===== src/rtl/imem_access_arbiter.sv =====
// imem_access_arbiter: shares a single-port instruction memory between fetch reads and loader writes
module imem_access_arbiter #(
    parameter int DATA_WIDTH = 32,
    parameter int ADDR_WIDTH = 32,
    parameter int DEPTH_WORDS = 32,
    parameter int MAX_LOAD_BURST = 4,
    parameter logic [DATA_WIDTH-1:0] NOP_WORD = DATA_WIDTH'(32'h00000013)
) (
    input  logic                           clock,
    input  logic                           reset,
    input  logic                           fetch_req,
    input  logic [ADDR_WIDTH-1:0]          fetch_addr,
    output logic                           fetch_gnt,
    output logic                           fetch_rvalid,
    output logic [DATA_WIDTH-1:0]          fetch_rdata,
    input  logic                           load_req,
    input  logic [ADDR_WIDTH-1:0]          load_addr,
    input  logic [DATA_WIDTH-1:0]          load_wdata,
    output logic                           load_gnt,
    output logic                           mem_en,
    output logic                           mem_we,
    output logic [$clog2(DEPTH_WORDS)-1:0] mem_addr,
    output logic [DATA_WIDTH-1:0]          mem_wdata,
    input  logic [DATA_WIDTH-1:0]          mem_rdata,
    output logic                           addr_err
);
    localparam int IW = $clog2(DEPTH_WORDS);
    localparam int SW = $clog2(MAX_LOAD_BURST + 1);

    logic [SW-1:0]         load_streak;
    logic                  rd_pending;
    logic                  bad_pending;
    logic [DATA_WIDTH-1:0] rdata_q;
    logic                  fetch_bad;
    logic                  load_bad;
    logic                  fetch_first;

    // Read data comes straight from the memory in the response cycle and is held afterwards.
    always_comb begin
        fetch_bad    = fetch_addr[1:0] != 2'b00 || (fetch_addr >> 2) >= ADDR_WIDTH'(DEPTH_WORDS);
        load_bad     = load_addr[1:0] != 2'b00 || (load_addr >> 2) >= ADDR_WIDTH'(DEPTH_WORDS);
        fetch_first  = fetch_req && (!load_req || load_streak == SW'(MAX_LOAD_BURST));
        fetch_gnt    = reset && fetch_first;
        load_gnt     = reset && load_req && !fetch_first;
        mem_en       = (fetch_gnt && !fetch_bad) || (load_gnt && !load_bad);
        mem_we       = load_gnt && !load_bad;
        mem_addr     = !mem_en ? '0 : mem_we ? load_addr[IW+1:2] : fetch_addr[IW+1:2];
        mem_wdata    = mem_we ? load_wdata : '0;
        fetch_rvalid = rd_pending || bad_pending;
        fetch_rdata  = rd_pending ? mem_rdata : bad_pending ? NOP_WORD : rdata_q;
    end

    always_ff @(posedge clock) begin
        if (!reset) begin
            load_streak <= '0;
            rd_pending  <= 1'b0;
            bad_pending <= 1'b0;
            rdata_q     <= '0;
            addr_err    <= 1'b0;
        end else begin
            if (fetch_gnt || !fetch_req)
                load_streak <= '0;
            else if (load_gnt && load_streak != SW'(MAX_LOAD_BURST))
                load_streak <= load_streak + 1'b1;
            rd_pending  <= fetch_gnt && !fetch_bad;
            bad_pending <= fetch_gnt && fetch_bad;
            rdata_q     <= fetch_rdata;
            addr_err    <= (fetch_gnt && fetch_bad) || (load_gnt && load_bad);
        end
    end
endmodule


===== config.mk =====
export PLATFORM = sky130hd
export DESIGN_NAME = imem_access_arbiter
export DESIGN_NICKNAME = d
export VERILOG_FILES = /design/src/rtl/imem_access_arbiter.sv
export SDC_FILE = /design/constraint.sdc
export NUM_CORES = 1
export LEC_CHECK = 0
export ABC_AREA = 1
export BUFFER_PORTS_ARGS = -buffer_cell sky130_fd_sc_hd__buf_2
export CORE_MARGIN = 3
export CORE_UTILIZATION = 37
export CTS_BUF_LIST = sky130_fd_sc_hd__clkbuf_8 sky130_fd_sc_hd__clkbuf_16
export CTS_CLUSTER_DIAMETER = 120
export DETAILED_ROUTE_END_ITERATION = 10
export PLACE_DENSITY = 0.81
export SLEW_MARGIN = 20
export SYNTH_ARGS = -nofsm -noshare
export SYNTH_HDL_FRONTEND = slang
export SYNTH_SLANG_ARGS = --single-unit

===== constraint.sdc =====
create_clock -name clock -period 2.3 [get_ports clock]
set_clock_uncertainty 0.05 [all_clocks]
set_input_delay 0.575 -clock clock [delete_from_list [all_inputs] [get_ports clock]]
set_output_delay 0.575 -clock clock [all_outputs]
set_load 0.01 [all_outputs]

**Word-level counts from Yosys, hierarchy flattened**

Index checks and enable logic that the tools add are counted.

- Logic and storage cells: 40
- Register bits after elaboration: 38

- Reduce and logical (&&, ||, !) cells: 24
- Magnitude comparators: 2
- Eq/ne operators: 2
- Mux-type cells: 5
- Bitwise gates (word level): 1
- Add/subtract/negate cells: 1

Operators by type and width:

| operator | number |
|---|---|
| $mux 32 | 3 |
| $ge 30x6->1 const B | 2 |
| $mux 5 | 2 |
| $logic_and 1x1->1 | 9 |
| $logic_or 1x1->1 | 7 |
| $logic_not 1->1 | 5 |
| $reduce_bool 2->1 | 2 |
| $add 3x1->3 const B | 1 |
| $eq 3x3->1 const B | 1 |
| $ne 3x3->1 const B | 1 |
| $reduce_or 2->1 | 1 |
| $not 1->1 | 1 |

**Depth between registers and ports, before layout**

- Word-level depth: 8
- Mapped depth: 11

**Worst setup path before layout**

OpenSTA, ideal clock, no wires.

- Path kind: input -> output
- Start point: input port load_addr[24]
- End point: output port mem_wdata[12]
- Setup slack: 0.229 ns
- Stages: 9
- Required time: 1.675 ns
- Data arrival time: 1.446 ns
- Buffers on the path: 2
- Cell sequence: inv_1 > nand2_1 > nor2_2 > nand2_1 > nor2_2 > nand3_4 > buf_6 > buf_8 > nor2_2

- Longest elaborated chain between the ends: 5

Ends and longest elaborated chain:

| element | RTL line | source |
|---|---|---|
| from (decl) | 17 | `input logic [ADDR_WIDTH-1:0] load_addr,` |
| $ge 30x6->1 | 41 | `load_bad = load_addr[1:0] != 2'b00 \|\| (load_addr >> 2) >= ADDR_WIDTH'(DEPTH_WORDS);` |
| $logic_or 1x1->1 | 41 |  |
| $logic_not 1->1 | 46 | `mem_we = load_gnt && !load_bad;` |
| $logic_and 1x1->1 | 46 |  |
| $mux 32 | 48 | `mem_wdata = mem_we ? load_wdata : '0;` |
| to (decl) | 23 | `output logic [DATA_WIDTH-1:0] mem_wdata,` |

No other way between the ends.

**Worst setup path in the final report**

- Start point: input port load_addr[31]
- End point: output port mem_wdata[12]

The elaborated chain is that of the path after synthesis.

==> impl_metrics.csv <==
group,metric,value,unit
die,rows,27,
min_path,hold_class,"flip-flop to flip-flop",
place,finalWeightedCongestion,0.826,
clock_network,cts_buffer_depth,2,
critical_path,required,1.67,ns
critical_path,path_max_fanout,21,
routing,num_vias,2869,
synth,synthDistinctLibCells,26,
power,leakagePower,2.26,nW
die,ios,207,
cells_and_area,final_nets,702,
flow_run,max_cap_viol_count,0,
cells_and_area,drive_gt1_frac,0.525,
clock_network,clock-sinks,38,
die,die-area,6980,µm²
power,p_per_area,361,nW/µm²
routing,wirelength,8.01,mm
timing,hold_violations,0,
synth,syn_area,2220,µm²
place,hpwl,6.02,mm
timing,rsz0062_at_grt,"true",
grt,grt_pass1_vias,2691,
timing,period_needed,2.46,ns
clock_network,htree_levels,2,
routing,drtIter0Drc,101,
clock_network,cts_tree,"done",
die,die_w,83.5,µm
cells_and_area,area_growth,70.2,%
grt,grt_pass1_wl,11.9,mm
clock_network,cts-root-buf,"clkbuf_8",
critical_path,worstPathArrival,1.84,ns
clock_network,clkLatencyLatePin,0.28,ns
synth,ys_ff_latch,38,
critical_path,start_kind,"input port",
clock_network,cts_inserted_buffers,5,
clock_network,cts.clk_slew.worst_paths,0.07,ns
status,status,"complete, but fails checks",
place,portBuffers,206,
die,design.core.area,5680,µm²
routing,final_antenna_net_count,0,
routing,first_pass_iters,4,
grt,grt_use_total,0.204,
routing,drcViolationCount,0,
timing,final_max_slew_viol_count,0,
synth,yosysWarnings,0,
routing,drt-wirelength-per-cell,12.5,µm
timing,hold_ws,0.420,ns
critical_path,crit_type,"input port to output port",
synth,syn_avg_cell_area,6.28,µm²
power,ir_worst_vdd,0.000349,V
cells_and_area,diodes,0,
status,violations,"negative setup slack",
critical_path,endpoint_kind,"output port",
timing,worstMarginPinSlew,0.303,ns
critical_path,r2r_cells,9,
synth,syn_nets,488,
timing,fmax,406,MHz
routing,via_per_inst,4.48,
die,dieHeight,83.5,µm
timing,setup_violations,38,
grt,grt_max_degree,30,
synth,synthCells,354,
die,initial_utilization,0.392,
synth,seq_area_frac_synth,0.342,
timing,fin_crit_sh,1.07,
grt,antenna_found_initial,0,
min_path,holdPathStages,2,
grt,grt.overflow.total,0,
timing,slew_headroom,0.798,
cells_and_area,fin_util,0.667,
timing,fin_ws,-0.162,ns
-- worst max-delay path: stages --
cell and delay, ns:
buf_2 0.12, nor2_2 0.09, nand2_1 0.09, nor2_1 0.17, nand2_1 0.11, inv_2 0.10, nand3_4 0.13, buf_12 0.21
nor2_2 0.09, buf_2 0.14
-- Yosys cell counts --
master / count / area (µm²)
nand3_4: 1 / 17.5
nor2_1: 47 / 176
nor3_1: 1 / 5.00
and2_1: 4 / 25.0
inv_2: 1 / 3.75
o21ai_2: 1 / 8.76
ha_1: 2 / 25.0
nand3_1: 10 / 50.1
clkinv_1: 1 / 3.75
clkbuf_1: 2 / 7.51
nand2_2: 1 / 6.26
buf_2: 7 / 35.0
inv_1: 56 / 210
nand4_1: 2 / 12.5
buf_12: 1 / 20.0
nor2_2: 10 / 62.6
o21ai_0: 4 / 20.0
nor2_4: 11 / 124
nor3_4: 1 / 16.3
buf_8: 1 / 15.0
nand2_1: 119 / 447
dfxtp_1: 38 / 761
xnor2_1: 1 / 8.76
buf_1: 2 / 7.51
buf_6: 1 / 11.3
a21oi_1: 29 / 145
-- worst paths after layout --
path	start	to	slack [ns]
setup / recovery	load_addr[31]	mem_wdata[12]	-0.16
hold / removal	rdata_q[7]	rdata_q[7]	0.42
setup reg to reg	load_streak[0]	addr_err	0.92
hold reg to reg	rdata_q[7]	rdata_q[7]	0.42
-- sequential cells by signal, summed over array words and instances, names as in the netlist --
signal	flops
rdata_q	32
rd_pending	1
addr_err	1
load_streak	3
bad_pending	1
-- logic make-up after synthesis --
family,after synthesis,share of synthesized area
AND/OR/NAND/NOR,207,0.424
adder cells (fa/ha/maj),2,0.0112
flip-flops,38,0.342
AO/OA/AOI/OAI,34,0.0782
XOR/XNOR,1,0.00394
buffers and inverters,72,0.141
-- cells in the final DEF (no fill, tap or decap) --
cell and n:
a21oi_1 29, and2_1 3, and2_4 1, buf_12 1, buf_2 180, buf_4 13
buf_6 26, clkbuf_8 6, clkinv_1 1, clkinv_2 1, clkinvlp_4 1, dfxtp_1 36
dfxtp_2 2, ha_1 1, ha_4 1, inv_1 43, inv_2 14, nand2_1 108
nand2_2 10, nand2_4 2, nand3_1 4, nand3_2 6, nand3_4 2, nand4_1 2
nor2_1 38, nor2_2 14, nor2_4 16, nor3_2 1, nor3_4 1, o21ai_0 4
o21ai_4 1, xnor2_1 1
-- stage by stage --
stage	instances	setup TNS (ns)	total power, mW	worst slack, ns	cell area [µm²]
detailed placement	628	-0.412	0.884	-0.0484	3340
finish	641	-4.66	1.37	-0.162	3790
global placement	628	-0.00707	0.878	-0.00361	3340
CTS	639	-0.212	1.35	-0.0483	3530
floorplan	354	0	0.750	0.229	2220
global route	641	-9.18	1.45	-0.280	3790
-- routing by layer --
| metal | vias up | share of wire | track usage |
|---|---|---|---|
| met5 | - | 0 | 0 |
| li1 | 1480 | - | - |
| met2 | 99 | 0.54 | 0.381 |
| met1 | 1274 | 0.38 | 0.232 |
| met3 | 16 | 0.059 | 0.0454 |
| met4 | 0 | 0.025 | 0.0512 |
-- report_power, final --
group          internal (mW)  leakage [nW]  total, mW  switching (mW)
registers              0.664         0.308      0.666         0.00253
logic                  0.129          1.90      0.244           0.115
clock network          0.240        0.0472      0.458           0.217
total                   1.03          2.26       1.37           0.335
-- what timing repair did --
action / 4_1_cts / 5_1_grt
pin swaps: 10 / 20
setup buffers: 2 / 2
setup endpoints to repair: 36 / 38
hold endpoints to repair: 0 / 0
gates cloned: 1 / 0
hold buffers: 0 / 0
resized for setup: 19 / 60
-- cell type report --
type,count,area [µm²]
clock buffers,6,82.6
clock inverters,2,12.5
fillers,520,1890
inverters,58,218
multi-input cells,245,1310
flip-flops and latches,38,763
well taps,72,90.1
repair buffers,220,1310
Note: power is estimated with default switching activity, not from simulation.
